### src/rtl/instruction_encoder.sv
// Purpose: packs symbolic RV32 requests (LW/SW/ADD/SUB/ADDI) into 32-bit words and
//          writes them to consecutive instruction-memory words starting at address 0.
// Ports:   clk/rst (async active-high); req_* valid/ready request channel; flush restart;
//          im_* instruction-memory write/read port; count/full/err_illegal/err_verify status.
// Latency: accept at edge N -> write strobe in cycle N+1; req_ready low for 1 cycle
//          (3 cycles when readback verification is built in).
// Backpressure: req_ready is high only in IDLE; once DEPTH words are written the block
//          holds req_ready low until flush or rst.
// Option:  define ENCODER_READBACK_EN to read back and verify every written word.
module instruction_encoder #(
    parameter int INSTRUCTION_SIZE = 32,
    parameter int ADDR_WIDTH       = 8,
    parameter int DEPTH            = 256
) (
    input  logic                        clk,
    input  logic                        rst,
    input  logic                        req_valid,
    output logic                        req_ready,
    input  logic [2:0]                  req_op,
    input  logic [4:0]                  req_rd,
    input  logic [4:0]                  req_rs1,
    input  logic [4:0]                  req_rs2,
    input  logic [11:0]                 req_imm,
    input  logic                        flush,
    output logic                        im_write_en,
    output logic [ADDR_WIDTH-1:0]       im_addr,
    output logic [INSTRUCTION_SIZE-1:0] im_write_data,
    input  logic [INSTRUCTION_SIZE-1:0] im_read_data,
    output logic [ADDR_WIDTH:0]         count,
    output logic                        full,
    output logic                        err_illegal,
    output logic                        err_verify
);

    localparam logic [2:0] OP_LW   = 3'd0;
    localparam logic [2:0] OP_SW   = 3'd1;
    localparam logic [2:0] OP_ADD  = 3'd2;
    localparam logic [2:0] OP_SUB  = 3'd3;
    localparam logic [2:0] OP_ADDI = 3'd4;

    localparam logic [ADDR_WIDTH:0] DEPTH_C = (ADDR_WIDTH+1)'(DEPTH);

`ifdef ENCODER_READBACK_EN
    typedef enum logic [2:0] {IDLE, WRITE, READ, CHECK, FULL} state_t;
`else
    typedef enum logic [2:0] {IDLE, WRITE, FULL} state_t;
`endif

    state_t                state_q, state_d;
    logic [ADDR_WIDTH-1:0] addr_q, addr_d;
    logic [ADDR_WIDTH:0]   count_q, count_d;
    logic [2:0]            op_q, op_d;
    logic [4:0]            rd_q, rd_d;
    logic [4:0]            rs1_q, rs1_d;
    logic [4:0]            rs2_q, rs2_d;
    logic [11:0]           imm_q, imm_d;
    logic                  err_illegal_q, err_illegal_d;
`ifdef ENCODER_READBACK_EN
    logic                  err_verify_q, err_verify_d;
`else
    wire                   unused_read_data = ^im_read_data;
`endif

    logic [INSTRUCTION_SIZE-1:0] word;
    logic                        accept;
    logic [ADDR_WIDTH:0]         count_inc;

    // Encode from the captured fields so the word is stable for WRITE and CHECK.
    always_comb begin
        word = '0;
        case (op_q)
            OP_LW:   word = {imm_q, rs1_q, 3'b010, rd_q, 7'b0000011};
            OP_SW:   word = {imm_q[11:5], rs2_q, rs1_q, 3'b010, imm_q[4:0], 7'b0100011};
            OP_ADD:  word = {7'b0000000, rs2_q, rs1_q, 3'b000, rd_q, 7'b0110011};
            OP_SUB:  word = {7'b0100000, rs2_q, rs1_q, 3'b000, rd_q, 7'b0110011};
            OP_ADDI: word = {imm_q, rs1_q, 3'b000, rd_q, 7'b0010011};
            default: word = '0;
        endcase
    end

    // Gated by rst so the channel reads not-ready while reset is held.
    assign req_ready = (state_q == IDLE) && !rst;
    assign accept    = req_valid && req_ready;
    assign count_inc = count_q + 1'b1;

    always_comb begin
        state_d       = state_q;
        addr_d        = addr_q;
        count_d       = count_q;
        op_d          = op_q;
        rd_d          = rd_q;
        rs1_d         = rs1_q;
        rs2_d         = rs2_q;
        imm_d         = imm_q;
        err_illegal_d = err_illegal_q;
`ifdef ENCODER_READBACK_EN
        err_verify_d  = err_verify_q;
`endif

        case (state_q)
            IDLE: begin
                if (accept) begin
                    op_d  = req_op;
                    rd_d  = req_rd;
                    rs1_d = req_rs1;
                    rs2_d = req_rs2;
                    imm_d = req_imm;
                    if (req_op <= OP_ADDI) begin
                        state_d = WRITE;
                    end else begin
                        err_illegal_d = 1'b1;
                    end
                end
            end
`ifdef ENCODER_READBACK_EN
            WRITE: state_d = READ;
            READ:  state_d = CHECK;
            CHECK: begin
                if (im_read_data != word) begin
                    err_verify_d = 1'b1;
                end
                count_d = count_inc;
                // Pointer stays on the last word once full instead of wrapping.
                if (count_inc == DEPTH_C) begin
                    state_d = FULL;
                end else begin
                    addr_d  = addr_q + 1'b1;
                    state_d = IDLE;
                end
            end
`else
            WRITE: begin
                count_d = count_inc;
                if (count_inc == DEPTH_C) begin
                    state_d = FULL;
                end else begin
                    addr_d  = addr_q + 1'b1;
                    state_d = IDLE;
                end
            end
`endif
            FULL:    state_d = FULL;
            default: state_d = IDLE;
        endcase

        // flush overrides everything, including an accept in the same cycle.
        if (flush) begin
            state_d       = IDLE;
            addr_d        = '0;
            count_d       = '0;
            err_illegal_d = 1'b0;
`ifdef ENCODER_READBACK_EN
            err_verify_d  = 1'b0;
`endif
        end
    end

    always_ff @(posedge clk or posedge rst) begin
        if (rst) begin
            state_q       <= IDLE;
            addr_q        <= '0;
            count_q       <= '0;
            op_q          <= '0;
            rd_q          <= '0;
            rs1_q         <= '0;
            rs2_q         <= '0;
            imm_q         <= '0;
            err_illegal_q <= 1'b0;
`ifdef ENCODER_READBACK_EN
            err_verify_q  <= 1'b0;
`endif
        end else begin
            state_q       <= state_d;
            addr_q        <= addr_d;
            count_q       <= count_d;
            op_q          <= op_d;
            rd_q          <= rd_d;
            rs1_q         <= rs1_d;
            rs2_q         <= rs2_d;
            imm_q         <= imm_d;
            err_illegal_q <= err_illegal_d;
`ifdef ENCODER_READBACK_EN
            err_verify_q  <= err_verify_d;
`endif
        end
    end

    assign im_write_en   = (state_q == WRITE);
    assign im_addr       = addr_q;
    assign im_write_data = (state_q == WRITE) ? word : '0;
    assign count         = count_q;
    assign full          = (state_q == FULL);
    assign err_illegal   = err_illegal_q;
`ifdef ENCODER_READBACK_EN
    assign err_verify    = err_verify_q;
`else
    assign err_verify    = 1'b0;
`endif

endmodule

### config.mk
export PLATFORM = sky130hd
export DESIGN_NAME = instruction_encoder
export DESIGN_NICKNAME = d
export VERILOG_FILES = /design/src/rtl/instruction_encoder.sv
export SDC_FILE = /design/constraint.sdc
export NUM_CORES = 1
export LEC_CHECK = 0
export CORE_MARGIN = 4
export CORE_UTILIZATION = 37
export CTS_CLUSTER_SIZE = 14
export DETAILED_ROUTE_END_ITERATION = 16
export PLACE_DENSITY = 0.83
export SLEW_MARGIN = 20
export SYNTH_ARGS = -nofsm -noshare
export SYNTH_HDL_FRONTEND = slang
export SYNTH_SLANG_ARGS = --single-unit
### constraint.sdc
create_clock -name clk -period 1.9 [get_ports clk]
set_input_delay 0.475 -clock clk [delete_from_list [all_inputs] [get_ports clk]]
set_output_delay 0.475 -clock clk [all_outputs]
set_load 0.01 [all_outputs]
==> After elaboration in Yosys (flattened, before gate mapping) <==
Index checks and enable logic that the tools add are counted.
{ "op_classes": {"n_addsub": 2, "n_lt_le_gt_ge": 1, "eq_ne": 11, "muxes": 16, "reduce_logical": 12} }
{ "ops": {"columns": ["operator", "count"], "rows": [
  ["32-bit one-hot mux with 5 select lines", 1],
  ["32-bit 2-to-1 mux", 1],
  ["8-bit 2-to-1 mux", 3],
  ["9-bit 2-to-1 mux", 2],
  ["9-bit by 1-bit adder with 9-bit output (second input constant)", 1],
  ["3-bit by 2-bit equality test with 1-bit output (second input constant)", 3],
  ["9-bit equality test (second input constant)", 1],
  ["3-bit 2-to-1 mux", 3],
  ["3-bit one-hot mux with 3 select lines", 1],
  ["8-bit by 1-bit adder with 8-bit output (second input constant)", 1],
  ["3-bit by 1-bit equality test with 1-bit output (second input constant)", 2],
  ["3-bit zero test", 2],
  ["2-bit AND reduction", 3],
  ["2-bit nonzero test", 3],
  ["1-bit 2-to-1 mux", 4],
  ["2-bit != test (second input constant)", 2],
  ["3-bit equality test (second input constant)", 1],
  ["3-bit less-or-equal comparator (second input constant)", 1],
  ["3-bit by 2-bit != test with 1-bit output (second input constant)", 1],
  ["3-bit != test (second input constant)", 1],
  ["3-bit AND reduction", 1],
  ["1-bit logical AND", 2],
  ["2-bit 2-to-1 mux", 1],
  ["1-bit zero test", 1]
]} }
{ "word_totals": {"reg_bits": 51, "inputBits": 66, "out_inout_bits": 54, "word_cells": 51} }

==> Logic depth before layout (Yosys ltp) <==
{ "depth": {"ltp_word": 6, "mapped_depth": 6, "depth_no_buf": 6} }

==> Least setup slack after synthesis <==
OpenSTA, ideal clock, no wires.
{ "synth_path": {"path_kind": "reg2reg", "start": "reg count_q[0], in the netlist count[0]", "end": "reg addr_q[6], in the netlist im_addr[6]", "setup_ps": 128, "arrival_ps": 1890, "required_ps": 1772, "setup_slack_ps": -118, "path_stages_with_launch": 7, "n_path_buf": 0, "synth_period_minus_slack_ps": 2018, "path_cell_list": "dfrtp_1 ha_1 nand2_1 and4b_4 or2_4 nor4b_4 mux2_1"} }
{ "synth_between": {"elab_chain_len": 4} }
{ "synth_lines": {"columns": ["item", "line", "text"], "rows": [
  ["start, declared", "51", "logic [ADDR_WIDTH:0] count_q, count_d;"],
  ["start signal, assigned", "175", "count_q <= count_d;"],
  ["9-bit by 1-bit adder with 9-bit output", "84", "assign count_inc = count_q + 1'b1;"],
  ["9-bit equality test", "134", "if (count_inc == DEPTH_C) begin"],
  ["2-bit != test (no line)", null, null],
  ["2-bit AND reduction (no line)", null, null],
  ["end signal, assigned", "174", "addr_q <= addr_d;"],
  ["end, declared", "50", "logic [ADDR_WIDTH-1:0] addr_q, addr_d;"]
]} }
No other way between the ends.
A chain may end at the register's enable or synchronous reset.

==> Worst setup path after layout <==
{ "layout_path": {"start": "reg op_q[1]", "end": "out im_write_data[17]"} }
{ "layout_between": {"elab_chain_len": 3, "word_cells_on_any_way": 7, "cone_classes": "eq/ne (4); mux (2); reduce/logical (1)"} }
{ "layout_lines": {"columns": ["item", "line", "text"], "rows": [
  ["start, declared", "52", "logic [2:0] op_q, op_d;"],
  ["start signal, assigned", "176", "op_q <= op_d;"],
  ["3-bit equality test (tied with other cells)", "71", "case (op_q)"],
  ["32-bit one-hot mux with 5 select lines *", "71", null],
  ["32-bit 2-to-1 mux *", "190", "assign im_write_data = (state_q == WRITE) ? word : '0;"],
  ["end, declared", "27", "output logic [INSTRUCTION_SIZE-1:0] im_write_data,"]
]} }
Every way passes the cells marked *; elsewhere a longest branch is shown, timed or not.

==> summary.txt <==
Floorplan
  • Starting density of the core: 38.0%
  • Die Width: 91.3 um
  • Die area: 8340 um2
  • Placeable core area: 6760 um2
  • Rows: 30
  • Boundary pin count: 120
  • Chip height: 91.3 um

Clocking
  • CTS root buf: clkbuf_8
  • H-tree Lvls: 2
  • Clock latency on the worst-skew pair: 0.30 ns
  • CTS tree: yes
  • Hold_buf cts: 0
  • CTS buffer count: 5
  • CTS Sinks: 50
  • Clk slew on worst S/H paths: 0.09 ns
  • Clock buffer depth: 2

Critical path
  • Top cell by count, worst path: buf_6
  • Slowest CP cell: dfrtp_2
  • CP Cell Sequence: nor2_4 > inv_2 > a21oi_4 > buf_6 > buf_4 > and2_4 > buf_6
  • CP Data Arrival Time: 1.62 ns
  • Worst R2R Setup Slack: 0.07 ns
  • CP required: 1.42 ns
  • Startpoint Class: flop
  • Worst-path maximum fanout: 6
  • Crit path buffers/inverters: 4
  • Worst setup EP type: output pin
  • Critical path's largest stage delay: 0.45 ns
  • Worst Setup Path Type: flop to output pin
  • Top Family by Delay on Critical Path: flip-flops

Pwr
  • Pwr Total: 2.58 mW
  • Peak VDD IR: 0.394 mV
  • PD cells: 645 nW/um2
  • Leakage: 1.75 nW

Detailed routing
  • Routed Antenna Nets: 0
  • DR pass1 iterations: 4
  • DR iter-0 viols: 47
  • DRC violations left: 0
  • Vias: 2228
  • Vias per Instance: 4.98
  • Routed WL: 6720 um
  • WL/cell: 15.0 um

Timing
  • Final Hold Fails: 0
  • Setup WS post-layout: -0.199 ns
  • Final Skew: 0.00551 ns
  • Hold_ws: 0.486 ns
  • Fin crit share: 110%
  • Final Setup Violations: 26
  • Setup TNS: -2.82 ns
  • Fmax: 476 MHz
  • Max-slew violation count: 0
  • RSZ-0062 raised after global routing: yes
  • Minimum clock period: 2.10 ns

Placed design
  • Placed Area: 3650 um2
  • Placed cells: 421
  • # port buffers: 81
  • Setup Slack @ Placement: -0.272 ns
  • Routability cong.: 0.840
  • Placed wire-length estimate: 4720 um

Flow run
  • Max Cap Viol: 0

Synth
  • Synth area leader: dfrtp_1
  • Syn Area/Cell: 10.6 um2
  • Post-Syn Area: 2570 um2
  • Syn. warnings: 0
  • Top cells by area, synth: dfrtp_1 (49%), mux2_2 (10%), nor2_1 (4.7%)
  • Post-synth top area share: 48.7%
  • Yosys cell types: 38
  • Flops & latches, synth: 50
  • Sequential share of the synthesized area: 48.7%
  • Cells after Synth: 243

Layout
  • Final instance area: 4010 um2
  • Util after Layout: 59.4%
  • Final cell count without fillers: 447
  • # nets final: 434
  • # diodes: 0
  • Layout cells sized above 1: 41.7%
  • Number of fill cells: 571
  • Area delta synth->final: 56.0%

Run status
  • Failing checks: negative setup slack
  • Outcome: finished with violations

GRT
  • Antenna violations before repair: 0
  • Vias in the first global route: 2241
  • Congestion Overflow GR: 0
  • Total GRT Usage: 16.0%
  • Largest net degree at the start of global routing: 33
  • First-pass GRT wire length: 11000 um

Worst hold path
  • Worst min path class: flop to flop
## cell usage after synthesis, drive strengths merged
master  count
a21oi      18
a22oi       4
a31o        1
and2       12
and3        1
and4b       1
buf        10
clkbuf      8
conb        1
dfrtp      50
ha          2
inv         5
mux2       33
mux2i       2
nand2       8
nand2b      1
nand3       5
nand3b      1
nand4       3
nor2       32
nor2b       8
nor3        8
nor3b       6
nor4        3
nor4b       2
o21a        1
o21ai       4
or2         1
or3         4
xnor2       6
xor2        2
## registers in the layout, summed over array words and instances, names as in the netlist
signal       flops
count            9
rs1_q            5
imm_q           12
rs2_q            5
err_illegal      1
state_q          2
im_addr          8
op_q             3
rd_q             5
## cell type report
type,instances,area [um2],share of cell area (%)
Timing Repair Buffer,129,1160,28.9
Multi-Input combinational cell,175,1390,34.6
Clock buffer,7,86.3,2.15
Clock inverter,1,5.00,0.125
Sequential cell,50,1250,31.3
Tap cell,80,100,2.50
Inverter,5,18.8,0.468
## timing repair
action	CTS	global route
gates resized for setup	153	27
gates cloned	1	0
setup buffers	11	9
pin swaps	16	15
endpoints found under the setup margin	30	33
## routing by layer
layer / vias to the layer above / GRT usage, % / part of all wire (%)
met4: 0 / 2.64 / 0.36
met5: - / 0 / 0
met3: 4 / 4.47 / 6.8
met1: 1080 / 19.9 / 41
li1: 1064 / - / -
met2: 80 / 28.1 / 52
## worst paths after layout
path	start	endpoint	depth (start not counted)
min reg2reg	rs2_q[0]	rs2_q[0]	1
max reg2reg	count[0]	im_addr[5]	6
max in group asynchronous	rst	rs1_q[1]	4
max	op_q[1]	im_write_data[17]	7
min	rs2_q[0]	rs2_q[0]	1
min in group asynchronous	rst	count[8]	4
## cells in the final DEF, fill, tap and decap left out, types with 7 or more instances in the layout
cell,n
a21oi_1,15
and2_4,7
buf_2,17
buf_4,34
buf_6,23
clkdlybuf4s50_1,51
dfrtp_1,47
mux2_1,9
mux2_2,23
nand2_1,7
nor2_1,28
## cell families after synthesis
kind of cell | after synthesis | share of synthesized area [%]
adder cells (fa/ha/maj) | 2 | 0.974
buffers and inverters | 23 | 4.53
other | 1 | 0.146
XOR/XNOR | 8 | 2.73
flip-flops | 50 | 48.7
AND/OR/NAND/NOR | 96 | 21.6
AO/OA/AOI/OAI | 28 | 6.09
multiplexers | 35 | 15.2
## power breakdown
| part | internal (mW) | switching (mW) | total (mW) |
|---|---|---|---|
| Combinational | 0.397 | 0.277 | 0.675 |
| Clock | 0.295 | 0.355 | 0.650 |
| Sequential | 1.17 | 0.0856 | 1.26 |
No activity file was read; power rests on OpenSTA's default activity.
